$ cat config.mk
export PLATFORM = sky130hd
export DESIGN_NAME = best_arr_readout_flat
export DESIGN_NICKNAME = d
export VERILOG_FILES = /design/src/rtl/best_arr_readout_if.sv /design/src/rtl/best_arr_readout.sv /design/src/flat_wrapper.sv
export SDC_FILE = /design/constraint.sdc
export NUM_CORES = 1
export LEC_CHECK = 0
export ABC_AREA = 1
export BUFFER_PORTS_ARGS = -buffer_cell sky130_fd_sc_hd__buf_2
export CAP_MARGIN = 20
export CORE_MARGIN = 4
export CORE_UTILIZATION = 40
export CTS_BUF_LIST = sky130_fd_sc_hd__clkbuf_4 sky130_fd_sc_hd__clkbuf_8
export DETAILED_ROUTE_END_ITERATION = 7
export GPL_TIMING_DRIVEN = 0
export PLACE_DENSITY = 0.64
export REMOVE_ABC_BUFFERS = 1
export SYNTH_ARGS = -nofsm -noshare
export SYNTH_HDL_FRONTEND = slang
export SYNTH_SLANG_ARGS = --single-unit
$ cat constraint.sdc
create_clock -name clk -period 2.8 [get_ports clk]
set_clock_uncertainty 0.2 [all_clocks]
set_input_delay 0.42 -clock clk [delete_from_list [all_inputs] [get_ports clk]]
set_output_delay 0.42 -clock clk [all_outputs]
set_load 0.05 [all_outputs]
$ cat src/rtl/best_arr_readout_if.sv
// rtl/best_arr_readout_if.sv - control, result-SRAM read and output-FIFO enqueue bundle
//
// Purpose: groups the handshake and bus signals of best_arr_readout.
// Ports (master = readout engine side):
//   start, raster_mode        -> request to stream, order select
//   busy, done                <- stream status
//   mem_ren, mem_raddr        <- result SRAM read strobe and address
//   mem_rdata                 -> SRAM data, one cycle after mem_ren
//   out_wenq, out_wdata       <- output FIFO enqueue
//   out_wfull_n               -> FIFO not-full
interface best_arr_readout_if #(
  parameter int DATA_WIDTH = 11,
  parameter int ADDR_WIDTH = 9
);
  logic                  start;
  logic                  raster_mode;
  logic                  busy;
  logic                  done;
  logic                  mem_ren;
  logic [ADDR_WIDTH-1:0] mem_raddr;
  logic [DATA_WIDTH-1:0] mem_rdata;
  logic                  out_wenq;
  logic [DATA_WIDTH-1:0] out_wdata;
  logic                  out_wfull_n;

  modport master (
    input  start, raster_mode, mem_rdata, out_wfull_n,
    output busy, done, mem_ren, mem_raddr, out_wenq, out_wdata
  );

  modport slave (
    output start, raster_mode, mem_rdata, out_wfull_n,
    input  busy, done, mem_ren, mem_raddr, out_wenq, out_wdata
  );
endinterface

$ cat src/rtl/best_arr_readout.sv
// rtl/best_arr_readout.sv - streams the best-match result array to a FIFO in raster or blocked order
//
// Purpose: on start, reads every result word once from the result SRAM and
// enqueues it into the output FIFO, either in raster order or in column
// blocks of BLOCKING patches (all rows of a block before the next block).
// Ports:
//   clk  - sole clock, rising edge
//   rst  - synchronous active-high reset
//   bus  - best_arr_readout_if.master (start/busy/done, SRAM read, FIFO enqueue)
module best_arr_readout #(
  parameter int DATA_WIDTH = 11,
  parameter int ROW_SIZE   = 26,
  parameter int COL_SIZE   = 19,
  parameter int BLOCKING   = 4
) (
  input logic                 clk,
  input logic                 rst,
  best_arr_readout_if.master  bus
);

  localparam int NUM_QUERYS = ROW_SIZE * COL_SIZE;
  localparam int ADDR_WIDTH = $clog2(NUM_QUERYS);
  localparam int NUM_BLK    = (ROW_SIZE + BLOCKING - 1) / BLOCKING;
  localparam int LAST_W     = ROW_SIZE - (NUM_BLK - 1) * BLOCKING;

  typedef logic [ADDR_WIDTH-1:0] addr_t;

  localparam addr_t ROW_STEP      = addr_t'(ROW_SIZE);
  localparam addr_t BLK_STEP      = addr_t'(BLOCKING);
  localparam addr_t ROW_W_M1      = addr_t'(ROW_SIZE - 1);
  localparam addr_t BLK_W_M1      = addr_t'(BLOCKING - 1);
  localparam addr_t LAST_W_M1     = addr_t'(LAST_W - 1);
  localparam addr_t COL_M1        = addr_t'(COL_SIZE - 1);
  localparam addr_t LAST_BLK_BASE = addr_t'((NUM_BLK - 1) * BLOCKING);
  localparam addr_t LAST_ISSUE    = addr_t'(NUM_QUERYS - 1);

  typedef enum logic [1:0] {IDLE, STREAM, FLUSH, DONE} state_t;

  state_t state;
  logic   raster_q;
  logic   busy_q;
  logic   done_q;

  // Address is row_base + blk_base + xi; row_base tracks y*ROW_SIZE.
  addr_t row_base;
  addr_t blk_base;
  addr_t xi;
  addr_t y;
  addr_t issued;

  // Two-entry holding buffer in front of the FIFO.
  logic [DATA_WIDTH-1:0] buf_q [2];
  logic                  wr_ptr;
  logic                  rd_ptr;
  logic [1:0]            cnt;
  logic                  rvalid;   // read issued last cycle; data on mem_rdata now

  logic       deq;
  logic [2:0] pending;
  logic       issue;
  addr_t      w_m1;

  // Counting this cycle's dequeue lets a read issue every cycle in steady
  // state while still never overrunning the buffer if the FIFO stalls.
  assign deq     = (cnt != 2'd0) && bus.out_wfull_n;
  assign pending = {1'b0, cnt} + {2'b00, rvalid} - {2'b00, deq};
  assign issue   = (state == STREAM) && (pending < 3'd2);

  // Raster order is one block spanning the whole row.
  assign w_m1 = raster_q                    ? ROW_W_M1  :
                (blk_base == LAST_BLK_BASE) ? LAST_W_M1 : BLK_W_M1;

  assign bus.mem_ren   = issue;
  assign bus.mem_raddr = row_base + blk_base + xi;
  assign bus.out_wenq  = deq;
  assign bus.out_wdata = buf_q[rd_ptr];
  assign bus.busy      = busy_q;
  assign bus.done      = done_q;

  always_ff @(posedge clk) begin
    if (rst) begin
      buf_q[0] <= '0;
      buf_q[1] <= '0;
      wr_ptr   <= 1'b0;
      rd_ptr   <= 1'b0;
      cnt      <= 2'd0;
      rvalid   <= 1'b0;
    end else begin
      rvalid <= issue;
      if (rvalid) begin
        buf_q[wr_ptr] <= bus.mem_rdata;
        wr_ptr        <= ~wr_ptr;
      end
      if (deq) begin
        rd_ptr <= ~rd_ptr;
      end
      cnt <= cnt + {1'b0, rvalid} - {1'b0, deq};
    end
  end

  always_ff @(posedge clk) begin
    if (rst) begin
      state    <= IDLE;
      raster_q <= 1'b0;
      busy_q   <= 1'b0;
      done_q   <= 1'b0;
      row_base <= '0;
      blk_base <= '0;
      xi       <= '0;
      y        <= '0;
      issued   <= '0;
    end else begin
      case (state)
        IDLE: begin
          done_q <= 1'b0;
          if (bus.start) begin
            state    <= STREAM;
            raster_q <= bus.raster_mode;
            busy_q   <= 1'b1;
            row_base <= '0;
            blk_base <= '0;
            xi       <= '0;
            y        <= '0;
            issued   <= '0;
          end
        end
        STREAM: begin
          if (issue) begin
            issued <= issued + 1'b1;
            if (xi == w_m1) begin
              xi <= '0;
              if (y == COL_M1) begin
                y        <= '0;
                row_base <= '0;
                blk_base <= blk_base + BLK_STEP;
              end else begin
                y        <= y + 1'b1;
                row_base <= row_base + ROW_STEP;
              end
            end else begin
              xi <= xi + 1'b1;
            end
            if (issued == LAST_ISSUE) begin
              state <= FLUSH;
            end
          end
        end
        FLUSH: begin
          if ((cnt == 2'd0) && !rvalid) begin
            state  <= DONE;
            busy_q <= 1'b0;
            done_q <= 1'b1;
          end
        end
        DONE: begin
          done_q <= 1'b0;
          state  <= IDLE;
        end
        default: state <= IDLE;
      endcase
    end
  end

endmodule

$ cat src/flat_wrapper.sv
// flat-port wrapper written by rule: the top's interface ports become plain ports
module best_arr_readout_flat 
#(
  parameter int DATA_WIDTH = 11,
  parameter int ROW_SIZE   = 26,
  parameter int COL_SIZE   = 19,
  parameter int BLOCKING   = 4
)
  (clk, rst, bus_start, bus_raster_mode, bus_mem_rdata, bus_out_wfull_n, bus_busy, bus_done, bus_mem_ren, bus_mem_raddr, bus_out_wenq, bus_out_wdata);
  best_arr_readout_if #(.DATA_WIDTH(DATA_WIDTH), .ADDR_WIDTH((9))) bus_i ();
  input logic clk;
  input logic rst;
  input wire logic [$bits(bus_i.start)-1:0] bus_start;
  input wire logic [$bits(bus_i.raster_mode)-1:0] bus_raster_mode;
  input wire logic [$bits(bus_i.mem_rdata)-1:0] bus_mem_rdata;
  input wire logic [$bits(bus_i.out_wfull_n)-1:0] bus_out_wfull_n;
  output wire logic [$bits(bus_i.busy)-1:0] bus_busy;
  output wire logic [$bits(bus_i.done)-1:0] bus_done;
  output wire logic [$bits(bus_i.mem_ren)-1:0] bus_mem_ren;
  output wire logic [$bits(bus_i.mem_raddr)-1:0] bus_mem_raddr;
  output wire logic [$bits(bus_i.out_wenq)-1:0] bus_out_wenq;
  output wire logic [$bits(bus_i.out_wdata)-1:0] bus_out_wdata;
  assign bus_i.start = bus_start;
  assign bus_i.raster_mode = bus_raster_mode;
  assign bus_i.mem_rdata = bus_mem_rdata;
  assign bus_i.out_wfull_n = bus_out_wfull_n;
  assign bus_busy = bus_i.busy;
  assign bus_done = bus_i.done;
  assign bus_mem_ren = bus_i.mem_ren;
  assign bus_mem_raddr = bus_i.mem_raddr;
  assign bus_out_wenq = bus_i.out_wenq;
  assign bus_out_wdata = bus_i.out_wdata;
  best_arr_readout #(.DATA_WIDTH(DATA_WIDTH), .ROW_SIZE(ROW_SIZE), .COL_SIZE(COL_SIZE), .BLOCKING(BLOCKING)) u_core (.clk(clk), .rst(rst), .bus(bus_i));
endmodule
**After elaboration in Yosys (flattened, before gate mapping)**

Memory sizes are Yosys's and may differ from the RTL's. A register that Yosys moved wholly into a read port is not among the register bits.
Cells that the tools add are included.

- Equal/unequal tests: 13
- Reduce and logical (&&, ||, !) cells: 19
- Bitwise operators: 2
- Muxes and demuxes: 40
- Add/sub/neg operators: 11
- $lt $le $gt $ge: 1

Operators by type and width:

| cell | number |
|---|---|
| 2-to-1 mux 9 bit | 14 |
| one-hot mux 9 bit (2 select lines) | 5 |
| adder 9 x 1 -> 9 bit, second input constant | 3 |
| adder 9 bit | 2 |
| == test 9 x 5 -> 1 bit, second input constant | 2 |
| 2-to-1 mux 1 bit | 12 |
| 2-to-1 mux 11 bit | 1 |
| OR reduction 11 bit | 1 |
| 2-to-1 mux 2 bit | 5 |
| != test 2 bit, second input constant | 5 |
| adder 9 x 3 -> 9 bit, second input constant | 1 |
| adder 9 x 5 -> 9 bit, second input constant | 1 |
| == test 9 bit | 1 |
| == test 9 bit, second input constant | 1 |
| one-hot mux 2 bit (4 select lines) | 1 |
| AND reduction 4 bit | 2 |
| nonzero test 2 bit | 4 |
| AND reduction 3 bit | 2 |
| AND reduction 5 bit | 1 |
| == test 2 bit, second input constant | 2 |
| zero test 2 bit | 2 |
| one-hot mux 1 bit (2 select lines) | 2 |
| AND reduction 2 bit | 2 |
| adder 2 x 1 -> 3 bit | 1 |
| 10 further kinds | 13 |

- Logic and storage cells: 100
- Output and inout port bits: 24
- RAM bits: 22
- Register bits: 55
- Input bits: 16
- Memories kept: 1

Memory list:

| memory | depth | width | rd ports | clocked after memory_dff | write ports | RTL line | source |
|---|---|---|---|---|---|---|---|
| u_core.buf_q | 2 | 11 | 1 | 1 | 2 | best_arr_readout.sv:52 | `logic [DATA_WIDTH-1:0] buf_q [2];` |

**Logic depth before layout (Yosys ltp)**

Gate-level depths: netlist of the first run.

- Word-level depth: 7
- Depth in mapped cells: 18
- Gate-level depth less buffers: 18

**Worst setup path before layout of the first run**

No wires, ideal clock.

- Path type: register -> register
- Start: register u_core.cnt[1]
- End: register u_core.issued[1]
- Period minus slack after synthesis: 3432 ps
- Cell stages (with the launch flop): 15
- Setup slack: -632 ps
- Required time: 2530 ps
- Path buffers: 0
- Arrival: 3162 ps
- Setup time: 70 ps
- Cells stage by stage: dfxtp_1 > inv_2 > nand2_1 > nand2_1 > inv_1 > ha_1 > inv_1 > ha_1 > fa_1 > inv_1 > nand3_2 > nor2_1 > nand2_1 > or2_2 > a21oi_1

- Cells in the longest elaborated chain, start to end: 7
- Elaborated cells between the ends (all ways): 8
- Classes of those cells: add/sub (2); order compare (1); eq/ne (1); reduce/logical (4)

Ends and longest elaborated chain:

| what | RTL line | source |
|---|---|---|
| from (decl) | best_arr_readout.sv:55 | `logic [1:0] cnt;` |
| from (signal assigned) | best_arr_readout.sv:97 | `cnt <= cnt + {1'b0, rvalid} - {1'b0, deq};` |
| nonzero test 2 bit | best_arr_readout.sv:65 | `assign deq = (cnt != 2'd0) && bus.out_wfull_n;` |
| logical AND 1 bit | best_arr_readout.sv:65 |  |
| net bus_out_wenq | flat_wrapper.sv:21 | `output wire logic [$bits(bus_i.out_wenq)-1:0] bus_out_wenq;` |
| subtractor 3 x 1 -> 3 bit | best_arr_readout.sv:66 | `assign pending = {1'b0, cnt} + {2'b00, rvalid} - {2'b00, deq};` |
| net u_core.pending[1] | best_arr_readout.sv:59 | `logic [2:0] pending;` |
| less-than comparator 3 x 2 -> 1 bit | best_arr_readout.sv:67 | `assign issue = (state == STREAM) && (pending < 3'd2);` |
| logical AND 1 bit | best_arr_readout.sv:67 |  |
| net bus_mem_ren | flat_wrapper.sv:19 | `output wire logic [$bits(bus_i.mem_ren)-1:0] bus_mem_ren;` |
| != test 2 bit (no line) | - |  |
| AND reduction 3 bit (no line) | - |  |
| to (signal assigned) | best_arr_readout.sv:129 | `issued <= issued + 1'b1;` |
| to (decl) | best_arr_readout.sv:49 | `addr_t issued;` |

The timed path passes the listed nets, and every way through them passes these cells.
A chain may end at the register's enable or synchronous reset.

**Worst setup path in the final report of the first run**

- Start: register u_core.row_base[2]
- End: output bus_mem_raddr[7]

- Cells in the longest elaborated chain, start to end: 2

Ends and longest elaborated chain:

| what | RTL line | source |
|---|---|---|
| from (decl) | best_arr_readout.sv:45 | `addr_t row_base;` |
| from (signal assigned) | best_arr_readout.sv:138 | `row_base <= row_base + ROW_STEP;` |
| adder 9 bit (2 in series) | best_arr_readout.sv:74 | `assign bus.mem_raddr = row_base + blk_base + xi;` |
| to (decl) | flat_wrapper.sv:20 | `output wire logic [$bits(bus_i.mem_raddr)-1:0] bus_mem_raddr;` |

No other way between the ends.

==> results of run 1 <==
## what timing repair did
| item | CTS | global route |
|---|---|---|
| pin swaps | 38 | 41 |
| gates resized for setup | 100 | 86 |
| endpoints found under the setup margin | 47 | 72 |
| buffers inserted | 29 | 15 |
| hold endpoints to repair | 0 | 0 |
| gates cloned | 5 | 1 |
## logic make-up after synthesis
| family | Yosys count |
|---|---|
| other cells | 1 |
| fa+ha+maj | 30 |
| buf+inv | 100 |
| simple gates | 291 |
| flops | 75 |
| mux | 11 |
| xor+xnor | 20 |
| compound gates | 58 |
## sequential cells by signal, indices dropped and copies added, names as in the netlist, named ones only
name and count:
u_core.y 9, u_core.cnt 2, u_core.issued 9, u_core.row_base 8, u_core.xi 9, u_core.rvalid 1, u_core.bus.busy 1, u_core.buf_q 22
u_core.state 2, u_core.raster_q 1, u_core.bus.done 1, u_core.blk_base 7, u_core.rd_ptr 1, u_core.wr_ptr 1
## through the flow
| stage | hold WS [ps] | setup TNS [ps] |
|---|---|---|
| after detailed placement | 242 | -37950 |
| after global placement | 238 | -35360 |
| after global routing | 153 | -8780 |
| after CTS | 125 | -4570 |
| after floorplan | 226 | -22460 |
| final | 152 | -3650 |
## critical path: stages (launching register included)
cell,delay (ps)
dfxtp_4,360
fa_1,570
inv_1,60
fa_2,360
o21ai_2,150
a21oi_1,90
nor2_1,80
nor2_1,60
xnor2_1,120
buf_4,210
## where the power goes
part,internal [mW],switching [mW],total [mW]
clock network,0.427,0.463,0.891
registers,1.33,0.211,1.54
logic,1.72,2.64,4.36
total,3.48,3.32,6.80
## routing by layer
| metal | track usage (%) | routed length, um | up-vias |
|---|---|---|---|
| li1 | - | - | 2077 |
| met1 | 21.7 | 5000 | 1961 |
| met2 | 30.2 | 5890 | 83 |
| met3 | 3.86 | 455 | 17 |
| met4 | 7.21 | 188 | 0 |
| met5 | 0 | 0 | - |
## layout by cell type (no fill, tap or decap), types with 8 or more instances in the layout
| cell | count |
|---|---|
| nand2_1 | 74 |
| nor2_1 | 73 |
| inv_1 | 70 |
| nand3_1 | 52 |
| dfxtp_1 | 36 |
| buf_4 | 35 |
| buf_2 | 32 |
| nand2_2 | 22 |
| edfxtp_1 | 22 |
| a21oi_2 | 17 |
| ha_1 | 16 |
| a21oi_1 | 15 |
| nand2_4 | 13 |
| xor2_1 | 12 |
| nand4_1 | 12 |
| mux2_2 | 11 |
| nor3_1 | 10 |
| dfxtp_2 | 10 |
| inv_2 | 9 |
| o21ai_0 | 9 |
| clkbuf_8 | 9 |
| nand3_2 | 8 |
| buf_6 | 8 |
## worst max-delay path by stage
stage                       start               end  slack (ps)  cells after the start
2_1_floorplan       u_core.cnt[1]  u_core.issued[1]        -630                     14
3_3_place_gp      bus_out_wfull_n      u_core.xi[4]        -980                     15
3_5_place_dp      bus_out_wfull_n      u_core.xi[2]       -1020                     15
4_1_cts        u_core.row_base[4]  bus_mem_raddr[7]        -240                      9
5_1_grt        u_core.row_base[2]  bus_mem_raddr[7]        -380                      9
6_report       u_core.row_base[2]  bus_mem_raddr[7]        -250                      9
## layout make-up
| type | instances | area (sq um) |
|---|---|---|
| sequential | 75 | 1760 |
| tap | 140 | 175 |
| clock buffer | 9 | 124 |
| timing repair buffer | 81 | 623 |
| clock inverter | 7 | 83.8 |
| timing repair inverter | 1 | 5.00 |
| multi-input combinational | 416 | 2960 |
| fill | 989 | 4890 |
| inverter | 82 | 322 |
==> metrics.txt, run 1 <==
result of the run finished, violations left; violated checks setup timing; placement-stage worst setup slack -1020 ps; die footprint about 0.013 sq mm; share of synthesized area spent on multiplexers under 10%; main area contributors after synthesis dfxtp_1, edfxtp_1, nand2_1; fraction of the yosys area taken by sequential cells around two fifths; fraction of layout instances using a drive strength above 1 a little under two fifths; standard cell core area approximately 0.011 sq mm; Synth area leader dfxtp_1; Reg clk slew, reported paths roughly 90 ps; Port-buffer cells 39; master cell of the clock root buffer clkbuf_8; maximum ir drop on the vdd rail about 0.87 mV; Cell Count, Final, Fillers Out between 800 and 900; Placed Cells incl. Taps approximately 750; most used standard cells in the synthesized netlist nand2_1, nor2_1, inv_1, nand3_1, dfxtp_1; Final Hold Viols 0; clock tree sinks 75; setup repair after global routing missed its margin true; Core Rows 38; synthesized-area fraction occupied by adder cells 9.67%; number of max-slew violations in the final report 0; number of violations reported at the end of detailed-routing iteration 0 between 150 and 200; gate count of the mapped netlist approximately 600; Synth Cell Area ~0.0045 sq mm; overflow left after global routing 0; kind of start point of the critical path flip-flop; Post-Synth Simple-Gate Area between 20 and 30%; global-route wire length before repair around 19 mm; count of hold-fix buffers inserted at cts 0; post-route clock period utilization 109%; vias in the first global route between 4000 and 5000; Total Routed Length around 12 mm; peak fanout along the critical path 2; H-tree depth reported by CTS 3; number of cells on the worst hold path 3; hold worst-path end u_core.raster_q; Global Route Usage Sum between 15 and 20%; share of synthesized flip-flops with an asynchronous set or reset 0%; final design area excluding fillers 0.00605 sq mm; total power per unit cell area between 1000 and 1500 mW/mm^2; mean instance size in the synthesized netlist ~7.7 sq um; area share of the leading cell type in the synthesized netlist about a quarter; number of buffers created by CTS 9; cell area reported after detailed placement around 0.0048 sq mm; clock latency of the later-clocked register in the worst-skew pair 360 ps; DR pass1 iterations 5; final design utilization a little under three fifths; DR DRC count 0; antenna cell count 0; Distinct cells, synth 38; Syn. warnings 0; combinational family with the most area after synthesis simple AND/OR/NAND/NOR gates; highest clock rate about 330 MHz; start point of the worst min-delay path bus_raster_mode; worst-case clock buffer depth 2; power after layout roughly 6.8 mW; reg2reg setup slack -140 ps; min Tclk post-route ~3000 ps; length in cells of the worst reg-to-reg path 18; dominant register cell in the synthesized netlist dfxtp_1; die extent in x approximately 110 um; Slew @ Worst Pin 911 ps; worst endpoint data arrival time 2430 ps; DIE HEIGHT roughly 110 um; DR vias/cell approximately 5.1; final routed wire length divided by cell count around 14 um; maximum capacitance violations 0; headroom to the max-slew limit between 30 and 40%; Setup crit end kind output pin; layout-stage area growth over the synthesis result 34.3%; CP Class reg2out; detailed placement HPWL about 6.7 mm; via count of the routed design a little over 4000; maximum number of pins on one net before global-route repair 29; I/O pin total 40; library cell with the highest instance count after synthesis nand2_1; antenna violations before repair 0; P_leak approximately 2.6 nW; min-delay worst type in2reg; endpoints failing setup 43; Worst Slack Setup Final -245 ps; routability cong. ~0.84; xor-xnor portion of the synthesized cell area 3.89%; critical path data required time between 2000 and 2500 ps; EDFF count, synth 22; Initial Util 41.2%; worst flop-to-flop path endpoint u_core.row_base[3]; post-synthesis compound-gate area fraction 7.00%; worst reg2reg startpoint u_core.cnt[1]; number of routed nets with antenna violations 0; number of storage elements in the synthesis netlist 75; post-layout net count 712; TritonCTS clock tree built
(Power assumes the default switching activity.)
==> run 2, diff against run 1 <==
--- a/config.mk
+++ b/config.mk
@@ -15,6 +15,7 @@
 export GPL_TIMING_DRIVEN = 0
 export PLACE_DENSITY = 0.64
 export REMOVE_ABC_BUFFERS = 1
+export SETUP_SLACK_MARGIN = 0.15
 export SYNTH_ARGS = -nofsm -noshare
 export SYNTH_HDL_FRONTEND = slang
 export SYNTH_SLANG_ARGS = --single-unit
==> metrics.txt, run 2 (same netlist as run 1, synthesis figures left out) <==
via count of the routed design 4237 (was 4138); critical path data required time 2180 ps (about the same); Core Rows 38 (unchanged); worst-case clock buffer depth 2 (unchanged); Most flops, register u_core.buf_q (unchanged); overflow left after global routing 0 (unchanged); M1 WL 5.10 mm (was 5.00 mm); kind of cell with the highest combined delay on the critical path adder cells (unchanged); vias in the first global route 4140 (was 4083); detailed placement HPWL 6.71 mm (unchanged); most frequent cells in the layout nor2_1, nand2_1, inv_1, nand3_1 (was nand2_1, nor2_1, inv_1, nand3_1, dfxtp_1); switching power 3.39 mW (was 3.32 mW); Placed Cells incl. Taps 748 (unchanged); share of total power in sequential cells 22.0% (was 22.7%); library cell contributing the largest single delay on the critical path fa_1 (unchanged); Global Route Usage Sum 18.0% (was 17.7%); sum of met3 wire segment lengths after detailed routing 476 um (was 455 um); number of violations reported at the end of detailed-routing iteration 0 206 (was 192); Worst Slack Setup Final -317 ps (was -245 ps); clock latency of the later-clocked register in the worst-skew pair 360 ps (about the same); violated checks setup timing (unchanged); final setup TNS -4400 ps (was -3650 ps); die footprint 0.0130 sq mm (unchanged); total power per unit cell area 1140 mW/mm^2 (was 1120 mW/mm^2); Worst Hold Margin 156 ps (was 152 ps); I/O pin total 40 (unchanged); length of routed met2 wiring 6.14 mm (was 5.89 mm); DIE HEIGHT 114 um (unchanged); post-layout net count 718 (was 712); CP Class reg2out (unchanged); worst-path cell chain fa_1 > buf_4 > buf_6 > ha_4 > a21oi_4 > nand2_2 > nand4_1 > o211ai_1 > xor2_1 > buf_4 (was fa_1 > inv_1 > fa_2 > o21ai_2 > a21oi_1 > nor2_1 > nor2_1 > xnor2_1 > buf_4); DR DRC count 0 (unchanged); Top cell by count, worst path buf_4 (was nor2_1); kind of start point of the critical path flip-flop (unchanged); layout-stage area growth over the synthesis result 36.5% (was 34.3%); placement-stage worst setup slack -1020 ps (unchanged); final routed wire length divided by cell count 14.7 um (was 14.2 um); Crit path largest cell delay 510 ps (was 570 ps); setup repair after global routing missed its margin true (unchanged); internal power 3.63 mW (was 3.48 mW); worst endpoint data arrival time 2500 ps (was 2430 ps); number of routed nets with antenna violations 0 (unchanged); combinational group share of total power 65.3% (was 64.2%); DR vias/cell 5.19 (was 5.10); clock tree sinks 75 (unchanged); Slew @ Worst Pin 1000 ps (was 911 ps); number of buffers created by CTS 9 (unchanged); highest clock rate 321 MHz (was 328 MHz); leading cell type in the layout, fill and taps excluded nor2_1 (was nand2_1); DR pass1 iterations 5 (unchanged); endpoints failing setup 44 (was 43); Reg clk slew, reported paths 90 ps (about the same); Initial Util 41.2% (unchanged); post-route clock period utilization 111% (was 109%); Total Routed Length 12.0 mm (was 11.5 mm); Cell Count, Final, Fillers Out 817 (was 811); routability cong. 0.839 (unchanged); headroom to the max-slew limit 33.0% (was 39.0%); die extent in x 114 um (unchanged); Top Metal Used met4 (unchanged); result of the run finished, violations left (unchanged); Clock power frac 12.7% (was 13.1%); master cell of the clock root buffer clkbuf_8 (unchanged); H-tree depth reported by CTS 3 (unchanged); min Tclk post-route 3120 ps (was 3050 ps); Setup crit end kind output pin (unchanged); TritonCTS clock tree built (unchanged); global-route wire length before repair 18.9 mm (was 18.7 mm); peak fanout along the critical path 2 (unchanged); Port-buffer cells 39 (unchanged); net switching share of the total power 48.3% (was 48.8%); power after layout 7.02 mW (was 6.80 mW); number of max-slew violations in the final report 0 (unchanged); min-delay worst type in2reg (unchanged); total buffers and inverters traversed by the critical path 3 (was 2); maximum number of pins on one net before global-route repair 29 (unchanged); P_leak 2.63 nW (was 2.57 nW); Final Hold Viols 0 (unchanged); standard cell core area 0.0109 sq mm (unchanged); maximum capacitance violations 0 (unchanged); antenna violations before repair 0 (unchanged); Largest register FFs 22 (unchanged); maximum ir drop on the vdd rail 0.986 mV (was 0.871 mV); antenna cell count 0 (unchanged); fraction of layout instances using a drive strength above 1 38.3% (was 37.1%)
run 2: cell types whose count changed in the layout (fill, tap and decap cells not counted), sizes merged:
| cell | before | now |
|---|---|---|
| clkbuf | 9 | 10 |
| buf | 81 | 86 |
run 2: worst paths after layout:
path,start,endpoint,slack [ps],cells after the start
setup / recovery,u_core.row_base[2],bus_mem_raddr[8],-320,10
hold / removal,bus_raster_mode,u_core.raster_q,160,3
setup reg to reg,u_core.cnt[1],u_core.blk_base[7],-130,19
hold reg to reg,u_core.rd_ptr,u_core.rd_ptr,250,1
run 2: tightest hold or removal path: cells and delay by family:
kind,cells,cell delay [ps]
compound gates,2,170
buf+inv,1,80
run 2: metrics by stage:
step	instance area (sq um)	utilization, %
global route	6150	56.2
detailed placement	4770	43.6
CTS	5720	52.3
global placement	4760	43.5
floorplan	4390	-
finish	6150	56.2
run 2: repair_timing:
item | CTS | global route
pin swaps | 39 | 46
setup endpoints to repair | 62 | 52
gates cloned | 6 | 2
gates resized for setup | 116 | 77
setup buffers | 31 | 14
hold buffers | 0 | 0
run 2: final cells by class:
type | instances | area (sq um)
inverters | 82 | 322
clock buffers | 9 | 124
fillers | 980 | 4790
clock inverters | 7 | 83.8
flip-flops and latches | 75 | 1760
multi-input cells | 416 | 2970
repair buffers | 87 | 711
well taps | 140 | 175
repair inverters | 1 | 5.00
run 2: metal layers:
| metal | vias to the layer above | global-route usage (%) |
|---|---|---|
| met2 | 97 | 30.8 |
| met3 | 30 | 3.81 |
| met5 | - | 0 |
| li1 | 2082 | - |
| met1 | 2028 | 21.8 |
| met4 | 0 | 7.44 |
run 2: power groups by stage:
stage	sequential [mW]	clock (mW)	combinational [mW]
finish	1.54	0.893	4.58
global route	1.57	0.967	4.91
CTS	1.54	0.907	3.89
detailed placement	1.56	0	2.59
global placement	1.55	0	2.53
floorplan	1.55	0	1.97
==> run 3, diff against run 2 <==
--- a/config.mk
+++ b/config.mk
@@ -8,12 +8,14 @@
 export ABC_AREA = 1
 export BUFFER_PORTS_ARGS = -buffer_cell sky130_fd_sc_hd__buf_2
 export CAP_MARGIN = 20
+export CELL_PAD_IN_SITES_DETAIL_PLACEMENT = 1
+export CELL_PAD_IN_SITES_GLOBAL_PLACEMENT = 1
 export CORE_MARGIN = 4
 export CORE_UTILIZATION = 40
 export CTS_BUF_LIST = sky130_fd_sc_hd__clkbuf_4 sky130_fd_sc_hd__clkbuf_8
 export DETAILED_ROUTE_END_ITERATION = 7
-export GPL_TIMING_DRIVEN = 0
-export PLACE_DENSITY = 0.64
+export PLACE_DENSITY = 0.81
+export RECOVER_POWER = 100
 export REMOVE_ABC_BUFFERS = 1
 export SETUP_SLACK_MARGIN = 0.15
 export SYNTH_ARGS = -nofsm -noshare
==> metrics.txt, run 3 (same netlist as run 1, synthesis figures left out) <==
setup repair after global routing missed its margin true (unchanged); number of routed nets with antenna violations 0 (unchanged); number of violations reported at the end of detailed-routing iteration 0 275 (was 206); standard cell core area 0.0109 sq mm (unchanged); CP Class reg2out (unchanged); Core Rows 38 (unchanged); Port-buffer cells 39 (unchanged); result of the run finished, violations left (unchanged); global-route wire length before repair 26.3 mm (was 18.9 mm); Placed Cells incl. Taps 786 (was 748); worst endpoint data arrival time 2670 ps (was 2500 ps); kind of start point of the critical path flip-flop (unchanged); maximum capacitance violations 0 (unchanged); clock tree sinks 75 (unchanged); maximum ir drop on the vdd rail 0.783 mV (was 0.986 mV); Cell Count, Final, Fillers Out 833 (was 817); DR DRC count 0 (unchanged); clock latency of the later-clocked register in the worst-skew pair 380 ps (was 360 ps); Crit path largest cell delay 580 ps (was 510 ps); vias in the first global route 4925 (was 4140); Total Routed Length 19.9 mm (was 12.0 mm); fraction of layout instances using a drive strength above 1 39.7% (was 38.3%); min Tclk post-route 3290 ps (was 3120 ps); peak fanout along the critical path 2 (unchanged); highest clock rate 304 MHz (was 321 MHz); P_leak 2.75 nW (was 2.63 nW); worst-path cell chain fa_1 > inv_2 > fa_2 > o21ai_2 > a21oi_1 > nor2_1 > nor2_1 > xnor2_1 > buf_4 (was fa_1 > buf_4 > buf_6 > ha_4 > a21oi_4 > nand2_2 > nand4_1 > o211ai_1 > xor2_1 > buf_4); DIE HEIGHT 114 um (unchanged); kind of cell with the highest combined delay on the critical path adder cells (unchanged); Most flops, register u_core.buf_q (unchanged); endpoints failing setup 51 (was 44); number of buffers created by CTS 9 (unchanged); Top cell by count, worst path nor2_1 (was buf_4); library cell contributing the largest single delay on the critical path fa_1 (unchanged); violated checks setup timing (unchanged); layout-stage area growth over the synthesis result 43.2% (was 36.5%); master cell of the clock root buffer clkbuf_8 (unchanged); DR pass1 iterations 5 (unchanged); total power per unit cell area 1260 mW/mm^2 (was 1140 mW/mm^2); Reg clk slew, reported paths 90 ps (about the same); DR vias/cell 5.73 (was 5.19); antenna violations before repair 0 (unchanged); count of hold-fix buffers inserted at cts 0 (unchanged); number of max-slew violations in the final report 0 (unchanged); headroom to the max-slew limit 55.8% (was 33.0%); Global Route Usage Sum 25.9% (was 18.0%); final setup TNS -13910 ps (was -4400 ps); most frequent cells in the layout inv_1, nor2_1, nand2_1, nand3_1, dfxtp_1 (was nor2_1, nand2_1, inv_1, nand3_1); critical path data required time 2180 ps (about the same); post-route clock period utilization 118% (was 111%); Largest register FFs 22 (unchanged); Slew @ Worst Pin 665 ps (was 1000 ps); I/O pin total 40 (unchanged); worst-case clock buffer depth 2 (unchanged); antenna cell count 0 (unchanged); Setup crit end kind output pin (unchanged); Multi-input gate area 0.00305 sq mm (was 0.00297 sq mm); die extent in x 114 um (unchanged); detailed placement HPWL 9.09 mm (was 6.71 mm); die footprint 0.0130 sq mm (unchanged); via count of the routed design 4777 (was 4237); Worst Slack Setup Final -491 ps (was -317 ps); TritonCTS clock tree built (unchanged); H-tree depth reported by CTS 3 (unchanged); Final Hold Viols 0 (unchanged); area used by sequential logic in the layout 0.00173 sq mm (was 0.00176 sq mm); overflow left after global routing 0 (unchanged); power after layout 8.12 mW (was 7.02 mW); total buffers and inverters traversed by the critical path 2 (was 3); min-delay worst type in2reg (unchanged); number of fill cells in the layout 1294 (was 980); Initial Util 41.2% (unchanged); Worst Hold Margin 146 ps (was 156 ps); routability cong. 0.814 (was 0.839); post-layout net count 734 (was 718); final routed wire length divided by cell count 23.9 um (was 14.7 um); maximum number of pins on one net before global-route repair 24 (was 29)
run 3: changes by cell type in the layout (fill, tap and decap cells not counted), moves of 4 or more:
| cell | before | now |
|---|---|---|
| nand3_2 | 7 | 11 |
| buf_2 | 31 | 16 |
| buf_4 | 36 | 44 |
| a21oi_1 | 14 | 7 |
| buf_6 | 12 | 18 |
| nand2_1 | 70 | 65 |
| nand3_1 | 51 | 45 |
| a21oi_2 | 19 | 26 |
| nor2_1 | 77 | 69 |
| dfxtp_4 | 7 | 0 |
| nor2_4 | 2 | 7 |
| nand2_4 | 14 | 21 |
| clkbuf_1 | 0 | 16 |
| dfxtp_1 | 36 | 45 |
run 3: path summary, 6_finish.rpt:
check,from,to,slack [ps],depth (start not counted)
setup reg to reg,u_core.cnt[1],u_core.blk_base[4],-410,19
setup / recovery,u_core.xi[2],bus_mem_raddr[7],-490,9
hold reg to reg,u_core.bus.busy,u_core.bus.busy,280,2
hold / removal,bus_start,u_core.bus.busy,150,3
run 3: what timing repair did:
item,CTS,global route
cloned,5,1
setup buffers,13,12
endpoints found under the setup margin,52,52
pin swaps,44,46
resized for setup,150,79
run 3: per-stage QoR:
stage                     instance area, sq um  utilization, %  worst slack, ps
after floorplan                           4390               -             -631
after global placement                    5090            46.5            -67.4
final                                     6450            59.0             -491
after CTS                                 6040            55.3             -252
after global routing                      6450            59.0             -530
after detailed placement                  5090            46.5             -199
run 3: layout make-up:
class | count | share of cell area, %
multi-input cells | 412 | 47.2
flip-flops and latches | 75 | 26.8
repair buffers | 108 | 14.5
inverters | 82 | 4.89
well taps | 140 | 2.72
clock buffers | 10 | 2.04
clock inverters | 6 | 1.75
run 3: report_power, final:
part | switching [mW] | leakage [nW] | internal (mW) | total (mW)
logic | 3.29 | 1.97 | 2.19 | 5.48
clock network | 0.483 | 0.124 | 0.606 | 1.09
registers | 0.230 | 0.662 | 1.32 | 1.55
total | 4.00 | 2.75 | 4.11 | 8.12
run 3: worst register-to-register path, stage by stage, from the launching register on:
cell     delay (ps)
dfxtp_1         400
inv_1            90
nand2_1         110
nand2_2          60
inv_2            80
ha_4            200
inv_2            60
ha_4            120
fa_2            440
inv_2           100
nand3_4         100
nand2_4         110
nand2_4          80
a21oi_4         180
buf_12          150
buf_8           110
nand3_4         180
nand2_2         160
inv_2            40
nor2_1          160
run 3: layer usage:
metal	global-route usage [%]	routed length [um]
met1	29.5	7630
met2	47.8	10600
met3	4.70	816
met4	9.98	862
met5	0	0
